===== src/rtl/pid_incr_output.sv =====
// -----------------------------------------------------------------------------
// pid_incr_output
// Incremental PID output stage:
//   u(k) = u(k-1) + Kp*(ek0-ek1) + Ki*ek0 + Kd*(ek0-2*ek1+ek2)
// The three products share one signed multiplier, sequenced by a five-state
// FSM (IDLE, MUL_P, MUL_I, MUL_D, UPDATE). The ek2 history and u(k-1) are kept
// internally. The result is clamped to [U_MIN, U_MAX], and the clamped value
// becomes u(k-1) for the next sample.
//
// Ports
//   sys_clk   : system clock, rising edge
//   sys_rst   : asynchronous active-high reset
//   clear     : synchronous clear of state/history, highest priority
//   in_valid  : ek0/ek1/gains valid
//   in_ready  : block can accept a sample (IDLE only)
//   ek0, ek1  : signed current / previous error (VAL_LENGTH)
//   kp,ki,kd  : signed fixed-point gains (COEF_LENGTH, FRAC_BITS fraction)
//   u_out     : signed saturated control output
//   out_valid : one-cycle pulse, u_out updated
//   sat_hi    : last update clamped to U_MAX
//   sat_lo    : last update clamped to U_MIN
// -----------------------------------------------------------------------------
module pid_incr_output #(
    parameter int VAL_LENGTH  = 32,
    parameter int COEF_LENGTH = 16,
    parameter int FRAC_BITS   = 8,
    parameter logic signed [VAL_LENGTH-1:0] U_MAX = {1'b0, {(VAL_LENGTH-1){1'b1}}},
    parameter logic signed [VAL_LENGTH-1:0] U_MIN = {1'b1, {(VAL_LENGTH-1){1'b0}}}
) (
    input  logic                          sys_clk,
    input  logic                          sys_rst,
    input  logic                          clear,
    input  logic                          in_valid,
    output logic                          in_ready,
    input  logic signed [VAL_LENGTH-1:0]  ek0,
    input  logic signed [VAL_LENGTH-1:0]  ek1,
    input  logic signed [COEF_LENGTH-1:0] kp,
    input  logic signed [COEF_LENGTH-1:0] ki,
    input  logic signed [COEF_LENGTH-1:0] kd,
    output logic signed [VAL_LENGTH-1:0]  u_out,
    output logic                          out_valid,
    output logic                          sat_hi,
    output logic                          sat_lo
);

    // Difference operands carry two guard bits; the product is widened by two
    // more bits so that three accumulated products can never overflow.
    localparam int DW  = VAL_LENGTH + 2;
    localparam int PW  = DW + COEF_LENGTH;
    localparam int ACC = VAL_LENGTH + COEF_LENGTH + 4;

    typedef enum logic [2:0] {
        S_IDLE   = 3'd0,
        S_MUL_P  = 3'd1,
        S_MUL_I  = 3'd2,
        S_MUL_D  = 3'd3,
        S_UPDATE = 3'd4
    } state_t;

    state_t r_state;
    state_t w_state_nxt;

    logic signed [VAL_LENGTH-1:0]  r_ek0;
    logic signed [VAL_LENGTH-1:0]  r_ek1;
    logic signed [VAL_LENGTH-1:0]  r_ek2;
    logic signed [COEF_LENGTH-1:0] r_kp;
    logic signed [COEF_LENGTH-1:0] r_ki;
    logic signed [COEF_LENGTH-1:0] r_kd;
    logic signed [ACC-1:0]         r_sum;
    logic signed [VAL_LENGTH-1:0]  r_u_out;
    logic                          r_out_valid;
    logic                          r_sat_hi;
    logic                          r_sat_lo;

    logic signed [DW-1:0]          w_ek0_x;
    logic signed [DW-1:0]          w_ek1_x;
    logic signed [DW-1:0]          w_ek2_x;
    logic signed [DW-1:0]          w_d1;
    logic signed [DW-1:0]          w_d2;
    logic signed [COEF_LENGTH-1:0] w_mul_a;
    logic signed [DW-1:0]          w_mul_b;
    logic signed [PW-1:0]          w_mul_a_x;
    logic signed [PW-1:0]          w_mul_b_x;
    logic signed [PW-1:0]          w_prod;
    logic signed [ACC-1:0]         w_prod_x;
    logic signed [ACC-1:0]         w_du;
    logic signed [ACC-1:0]         w_u_x;
    logic signed [ACC-1:0]         w_u_new;
    logic signed [ACC-1:0]         w_umax_x;
    logic signed [ACC-1:0]         w_umin_x;

    // Full-precision difference terms from the latched operands.
    assign w_ek0_x = {{2{r_ek0[VAL_LENGTH-1]}}, r_ek0};
    assign w_ek1_x = {{2{r_ek1[VAL_LENGTH-1]}}, r_ek1};
    assign w_ek2_x = {{2{r_ek2[VAL_LENGTH-1]}}, r_ek2};
    assign w_d1    = w_ek0_x - w_ek1_x;
    assign w_d2    = w_ek0_x - (w_ek1_x <<< 1) + w_ek2_x;

    // Shared multiplier operand select, driven by the current FSM state.
    always_comb begin
        w_mul_a = '0;
        w_mul_b = '0;
        case (r_state)
            S_MUL_P: begin
                w_mul_a = r_kp;
                w_mul_b = w_d1;
            end
            S_MUL_I: begin
                w_mul_a = r_ki;
                w_mul_b = w_ek0_x;
            end
            S_MUL_D: begin
                w_mul_a = r_kd;
                w_mul_b = w_d2;
            end
            default: begin
                w_mul_a = '0;
                w_mul_b = '0;
            end
        endcase
    end

    assign w_mul_a_x = {{DW{w_mul_a[COEF_LENGTH-1]}}, w_mul_a};
    assign w_mul_b_x = {{COEF_LENGTH{w_mul_b[DW-1]}}, w_mul_b};
    assign w_prod    = w_mul_a_x * w_mul_b_x;
    assign w_prod_x  = {{(ACC-PW){w_prod[PW-1]}}, w_prod};

    // Output update: floor-shift the sum, add to u(k-1), compare in ACC bits.
    assign w_du     = r_sum >>> FRAC_BITS;
    assign w_u_x    = {{(ACC-VAL_LENGTH){r_u_out[VAL_LENGTH-1]}}, r_u_out};
    assign w_u_new  = w_u_x + w_du;
    assign w_umax_x = {{(ACC-VAL_LENGTH){U_MAX[VAL_LENGTH-1]}}, U_MAX};
    assign w_umin_x = {{(ACC-VAL_LENGTH){U_MIN[VAL_LENGTH-1]}}, U_MIN};

    // FSM state register.
    always_ff @(posedge sys_clk or posedge sys_rst) begin
        if (sys_rst) begin
            r_state <= S_IDLE;
        end else begin
            r_state <= w_state_nxt;
        end
    end

    // FSM next-state logic; clear overrides any state and any handshake.
    always_comb begin
        w_state_nxt = r_state;
        if (clear) begin
            w_state_nxt = S_IDLE;
        end else begin
            case (r_state)
                S_IDLE: begin
                    if (in_valid) begin
                        w_state_nxt = S_MUL_P;
                    end else begin
                        w_state_nxt = S_IDLE;
                    end
                end
                S_MUL_P:  w_state_nxt = S_MUL_I;
                S_MUL_I:  w_state_nxt = S_MUL_D;
                S_MUL_D:  w_state_nxt = S_UPDATE;
                S_UPDATE: w_state_nxt = S_IDLE;
                default:  w_state_nxt = S_IDLE;
            endcase
        end
    end

    // FSM output decode.
    always_comb begin
        in_ready = 1'b0;
        if (r_state == S_IDLE) begin
            in_ready = 1'b1;
        end else begin
            in_ready = 1'b0;
        end
    end

    // Datapath: operand latch, product accumulation, saturated update.
    always_ff @(posedge sys_clk or posedge sys_rst) begin
        if (sys_rst) begin
            r_ek0       <= '0;
            r_ek1       <= '0;
            r_ek2       <= '0;
            r_kp        <= '0;
            r_ki        <= '0;
            r_kd        <= '0;
            r_sum       <= '0;
            r_u_out     <= '0;
            r_out_valid <= 1'b0;
            r_sat_hi    <= 1'b0;
            r_sat_lo    <= 1'b0;
        end else if (clear) begin
            r_ek2       <= '0;
            r_sum       <= '0;
            r_u_out     <= '0;
            r_out_valid <= 1'b0;
            r_sat_hi    <= 1'b0;
            r_sat_lo    <= 1'b0;
        end else begin
            r_out_valid <= 1'b0;
            case (r_state)
                S_IDLE: begin
                    if (in_valid) begin
                        r_ek0 <= ek0;
                        r_ek1 <= ek1;
                        r_kp  <= kp;
                        r_ki  <= ki;
                        r_kd  <= kd;
                    end
                end
                S_MUL_P: r_sum <= w_prod_x;
                S_MUL_I: r_sum <= r_sum + w_prod_x;
                S_MUL_D: r_sum <= r_sum + w_prod_x;
                S_UPDATE: begin
                    r_ek2       <= r_ek1;
                    r_out_valid <= 1'b1;
                    if (w_u_new > w_umax_x) begin
                        r_u_out  <= U_MAX;
                        r_sat_hi <= 1'b1;
                        r_sat_lo <= 1'b0;
                    end else if (w_u_new < w_umin_x) begin
                        r_u_out  <= U_MIN;
                        r_sat_hi <= 1'b0;
                        r_sat_lo <= 1'b1;
                    end else begin
                        r_u_out  <= w_u_new[VAL_LENGTH-1:0];
                        r_sat_hi <= 1'b0;
                        r_sat_lo <= 1'b0;
                    end
                end
                default: r_sum <= r_sum;
            endcase
        end
    end

    assign u_out     = r_u_out;
    assign out_valid = r_out_valid;
    assign sat_hi    = r_sat_hi;
    assign sat_lo    = r_sat_lo;

endmodule


===== config.mk =====
export PLATFORM = sky130hd
export DESIGN_NAME = pid_incr_output
export DESIGN_NICKNAME = d
export VERILOG_FILES = /design/src/rtl/pid_incr_output.sv
export SDC_FILE = /design/constraint.sdc
export NUM_CORES = 2
export LEC_CHECK = 0
export ABC_AREA = 1
export BUFFER_PORTS_ARGS = -buffer_cell sky130_fd_sc_hd__clkbuf_2
export CORE_ASPECT_RATIO = 1.25
export CORE_MARGIN = 4
export CORE_UTILIZATION = 30
export CTS_BUF_LIST = sky130_fd_sc_hd__clkbuf_4
export DETAILED_ROUTE_END_ITERATION = 8
export HOLD_SLACK_MARGIN = 0.06
export SLEW_MARGIN = 5
export SYNTH_ARGS = -nofsm -noshare
export SYNTH_HDL_FRONTEND = slang
export SYNTH_SLANG_ARGS = --single-unit

===== constraint.sdc =====
create_clock -name sys_clk -period 9.67 [get_ports sys_clk]
set_clock_uncertainty 0.1 [all_clocks]
set_input_delay 0.967 -clock sys_clk [delete_from_list [all_inputs] [get_ports sys_clk]]
set_output_delay 0.967 -clock sys_clk [all_outputs]
set_load 0.02 [all_outputs]

* Word-level counts from Yosys, hierarchy flattened
Cells that the tools add are included.
** Word-level totals
- Word-level logic and storage cells :: 53
- Input bits :: 116
- Flip-flop bits (word level) :: 234
** Cells by class
- Add/sub/neg operators :: 5
- Multiplexer cells :: 23
- Multipliers :: 1
- Bitwise operators :: 1
- Order comparisons :: 2
- Reduce and logical (&&, ||, !) cells :: 5
- Equal/unequal tests :: 4
** Operator list (number)
- 2-to-1 mux 32 bit :: 6
- one-hot mux 52 bit (2 select lines) :: 1
- one-hot mux 34 bit (3 select lines) :: 1
- adder 52 x 50 -> 52 bit :: 1
- 2-to-1 mux 52 bit :: 1
- multiplier 16 x 34 -> 50 bit :: 1
- one-hot mux 16 bit (3 select lines) :: 1
- adder 32 x 44 -> 45 bit :: 1
- > comparator 45 x 32 -> 1 bit (second input constant) :: 1
- < comparator 45 x 32 -> 1 bit (second input constant) :: 1
- adder 34 x 32 -> 34 bit :: 1
- subtractor 32 x 33 -> 34 bit :: 1
- subtractor 32 x 32 -> 33 bit :: 1
- one-hot mux 3 bit (4 select lines) :: 1
- 2-to-1 mux 1 bit :: 11
- == test 3 x 2 -> 1 bit (second input constant) :: 2
- == test 3 x 1 -> 1 bit (second input constant) :: 1
- == test 3 bit (second input constant) :: 1
- logical NOT 3 bit :: 1
- 2-to-1 mux 3 bit :: 1
- AND reduction 3 bit :: 1
- nonzero test 3 bit :: 1
- nonzero test 2 bit :: 1
- OR reduction 2 bit :: 1
- NOT 1 bit :: 1

* Longest topological paths before layout
- Depth after elaboration :: 7
- Mapped depth :: 57

* Worst setup path before layout
No wires, ideal clock.
- Path kind :: register -> register
- Start :: register r_ek0[3]
- End :: register r_sum[48]
- Data arrival time :: 8.915 ns
- Buffers on the path :: 1
- Setup time :: 0.126 ns
- Cell stages (with the launch flop) :: 52
- Clock period less this slack :: 9.142 ns
- Required time :: 9.444 ns
- Setup slack :: 0.528 ns
- Cell sequence :: dfrtp_1 inv_1 fa_1 inv_1 ha_1 a21oi_1 nand2_1 a21oi_2 o21ai_2 a21oi_1 inv_1 a21oi_1 or2_1 nand3_1 o211ai_2 buf_2 nand2_1 fa_1 [16 not listed] nor4_1 a21oi_1 o21ai_0 xor2_1 ha_1 nand2_1 nor2_1 inv_1 nor4_1 nand3_1 nand3_1 nand2_1 inv_1 nor2_1 nand2_1 nand3_1 nand2_1 o21ai_0
** Between the ends
- Longest elaborated chain between the ends :: 7
** Ends and longest elaborated chain
- start: declaration :: RTL line 63 : logic signed [VAL_LENGTH-1:0] r_ek0;
- start signal: assignment :: RTL line 203 : r_ek0 <= ek0;
- subtractor 32 x 33 -> 34 bit :: RTL line 97 : assign w_d2 = w_ek0_x - (w_ek1_x <<< 1) + w_ek2_x;
- adder 34 x 32 -> 34 bit :: RTL line 97
- one-hot mux 34 bit (3 select lines) * :: RTL line 103 : case (r_state)
- multiplier 16 x 34 -> 50 bit * :: RTL line 125 : assign w_prod = w_mul_a_x * w_mul_b_x;
- adder 52 x 50 -> 52 bit :: RTL line 211, 212
- one-hot mux 52 bit (2 select lines) * :: RTL line 200 : case (r_state)
- 2-to-1 mux 52 bit * :: RTL line 191 : end else if (clear) begin
- end signal: assignment :: RTL line 210 : S_MUL_P: r_sum <= w_prod_x;
- end signal: assignment :: RTL line 211 : S_MUL_I: r_sum <= r_sum + w_prod_x;
- end signal: assignment :: RTL line 212 : S_MUL_D: r_sum <= r_sum + w_prod_x;
- end: declaration :: RTL line 69 : logic signed [ACC-1:0] r_sum;
Mark *: on every way between the ends. The rest lies on a longest branch, timed or not.
A chain may end at the register's enable or synchronous reset.

* Worst setup path after layout
- Start :: register r_ek1[7]
- End :: register r_sum[41]
** Between the ends
- Longest elaborated chain between the ends :: 7
** Ends and longest elaborated chain
- start: declaration :: RTL line 64 : logic signed [VAL_LENGTH-1:0] r_ek1;
- start signal: assignment :: RTL line 204 : r_ek1 <= ek1;
- subtractor 32 x 33 -> 34 bit :: RTL line 97
- adder 34 x 32 -> 34 bit :: RTL line 97
- one-hot mux 34 bit (3 select lines) * :: RTL line 103
- multiplier 16 x 34 -> 50 bit * :: RTL line 125
- adder 52 x 50 -> 52 bit :: RTL line 211, 212
- one-hot mux 52 bit (2 select lines) * :: RTL line 200
- 2-to-1 mux 52 bit * :: RTL line 191
Marks and branches as above.

==> metrics <==
largest family of logic cells by synthesized area adder cells; worst-path fanout max 6; max frequency 102 MHz; syn_nets 6949; critical path endpoint category register; outcome complete, but fails checks; final period utilization 102%; DR vias 42.8k; CP most frequent cell fa_1; Static Leak 31.6 nW; Fin Hold WS 0.174 ns; clk sinks 234; Post-synth top flop dfrtp_1; Core Box Area 140000 µm²; Clock Tree Root clkbuf_4; CP peak stage delay 0.54 ns; area grow syn2layout 37.1%; CTS tree done; Post-synth ARST share 100%; antenna-violating nets left 0; H-tree level count 3; sequential element share of the synthesized area 13.9%; Final WS setup -0.167 ns; max cap viols 0; PD cells 356 nW/µm²; via density per instance 4.75; mux share of post-synthesis cell area 1.23%; Final Instance Count excl. Fillers 9008; Peak VDD IR 0.247 mV; crit start category register; Synth Warn # 0; post-synthesis adder-cell area fraction 34.3%; Synth Area in Compound Gates 11.5%; chip width 344 µm; Fin. Hold Viols 0; final net count 8041; pins over their slew limit 0; Synth Area in XOR/XNOR 1.35%; CP arrival 10.61 ns; Simple-Gate Fraction of Synth Area 22.9%; DP HPWL 131 mm; DR iter-0 viols 2620; Critical Path RT 10.44 ns; Total GRT Usage 21.4%; Mapped Area 42300 µm²; Place WS -1.10 ns; share of layout cells above drive strength 1 29.5%; DR WL/cell 17.7 µm; DRC 0; Setup CP Type reg2reg; Netlist cell types 65; total wire length 159 mm; Inst Count DP 8730; CTS buffer count 68; number of global-route vias before repair 44.3k; failing checks negative setup slack; DIE AREA 147000 µm²; Mapped Avg Cell Area 7.04 µm²; die height 428 µm; total power 20.6 mW; DR pass1 iterations 8; Slew @ Worst Pin 1.05 ns; post-layout min period 9.84 ns; number of port buffers 151; Worst-Skew Late Latency 0.96 ns; row count 153; Remaining Overflow, GRT 0; Routability Congestion 0.969; RSZ-0062 raised after global routing true; # setup viols final 18; Yosys reg bits 234; initial core utilization 30.3%; worst-case clock buffer depth 3; largest net degree at the start of global routing 149; worst min path class in2reg; Slowest-stage cell, CP fa_1; Synth Instances 6006; number of I/O pins 152; antenna violations before repair 4; clk slew on worst S/H paths 0.07 ns; Rel. slew slack 29.2%; first-pass GRT wire length 245 mm; Post-synth EDFFs 0
[cells in the final DEF, fill, tap and decap left out, drive strengths merged, types with 2 or more instances in the layout]
cell type and count:
a21boi 10, a21o 28, a21oi 385, a221oi 2, a22oi 5, a31oi 40, and2 7, and3 5
buf 988, clkbuf 249, clkinv 20, clkinvlp 3, dfrtp 234, diode 6, dlygate4sd3 35, fa 550
ha 277, inv 1485, mux2 46, nand2 1561, nand3 221, nand3b 9, nand4 31, nor2 433
nor3 37, nor4 16, o211ai 55, o21a 16, o21ai 217, o21bai 24, o221ai 11, o22ai 33
o31ai 6, or2 28, xnor2 13, xor2 52
[repair_timing]
item | 4_1_cts | 5_1_grt
setup buffers | 60 | 64
resized for setup | 527 | 510
pin swaps | 136 | 267
hold endpoints to repair | 130 | 0
hold buffers | 35 | 0
gates cloned | 3 | 0
endpoints found under the setup margin | 35 | 38
[kinds of logic after synthesis]
group	Yosys count
compound gates	841
xor+xnor	65
fa+ha+maj	827
buf+inv	1645
flops	234
mux	46
simple gates	2348
[final cells by class]
cell class / instances / area [µm²]
Fill cell: 14200 / 81600
Multi-Input combinational cell: 4127 / 34000
Timing Repair Buffer: 1177 / 9300
Sequential cell: 234 / 5860
Inverter: 1490 / 5600
Tap cell: 1860 / 2330
Clock buffer: 95 / 713
Clock inverter: 19 / 123
Antenna cell: 6 / 15.0
[final timing paths]
kind / start / to / slack [ns] / cells after the start
setup / recovery: r_ek1[7] / r_sum[41] / -0.17 / 46
setup reg to reg: r_ek1[7] / r_sum[41] / -0.17 / 46
min in group asynchronous: sys_rst / u_out[25] / 0.57 / 3
max in group asynchronous: sys_rst / r_ek1[24] / 7.33 / 4
hold reg to reg: r_sum[6] / r_sum[6] / 0.39 / 2
hold / removal: ek1[31] / r_ek1[31] / 0.17 / 3
[power breakdown]
group	internal [mW]	switching, mW
logic	8.21	9.93
clock network	0.482	0.506
registers	1.19	0.328
total	9.88	10.8
[state kept, by name, indices dropped and copies added (netlist names)]
name / count
r_kd: 16
r_ek2: 32
r_sum: 52
r_kp: 16
sat_hi: 1
sat_lo: 1
out_valid: 1
r_ek0: 32
r_ek1: 32
r_ki: 16
u_out: 32
r_state: 3
[per-layer routing]
metal	share of wire [%]	wire length [µm]	up-vias	global-route usage (%)
li1	-	-	20500	-
met1	40	63200	20900	25.3
met2	51	81000	1101	38.7
met3	4.5	7230	347	2.58
met4	5.0	7940	2	9.43
met5	0.0069	11	-	0
[stage by stage]
step,TNS (ns),utilization (%),area [µm²]
after CTS,-0.369,39.8,55500
after detailed placement,-28.48,37.0,51600
after floorplan,0,-,42300
after global placement,-29.03,37.0,51600
after global routing,-11.71,41.5,57900
final,-1.30,41.5,57900
[worst max-delay path, delay by kind of cell (launching register included)]
family                     cells  cell delay, ns
AOI/OAI and AO/OA             10            1.41
buffers and inverters          9            1.06
adders and majority gates     10            4.45
DFF                            1            0.40
and+or+nand+nor               16            2.14
xor gates and xnor gates       1            0.15
[cells in the mapped netlist, types with 13 or more instances]
library cell     n  share of area (%)
o211ai_1        46               0.82
o22ai_1         33               0.49
xor2_1          52                1.1
a21o_1          28               0.50
nand4_1         31               0.46
fa_1           550                 26
nor2_1         418                3.7
o21ai_0        205                2.4
inv_1         1475                 13
o21a_1          16               0.28
nor4_1          16               0.24
dfrtp_1        234                 14
nor3_1          33               0.39
buf_1           13               0.12
mux2_2          46                1.2
or2_2           19               0.28
xnor2_1         13               0.27
nand3_2         37               0.88
o21bai_1        24               0.43
nor2_2          13               0.19
clkbuf_1        80               0.71
a21oi_1        381                4.5
nand3_1        183                2.2
nand2_1       1554                 14
buf_2           52               0.62
a31oi_1         40               0.59
ha_1           277                8.2
Note: power is estimated with default switching activity, not from simulation.
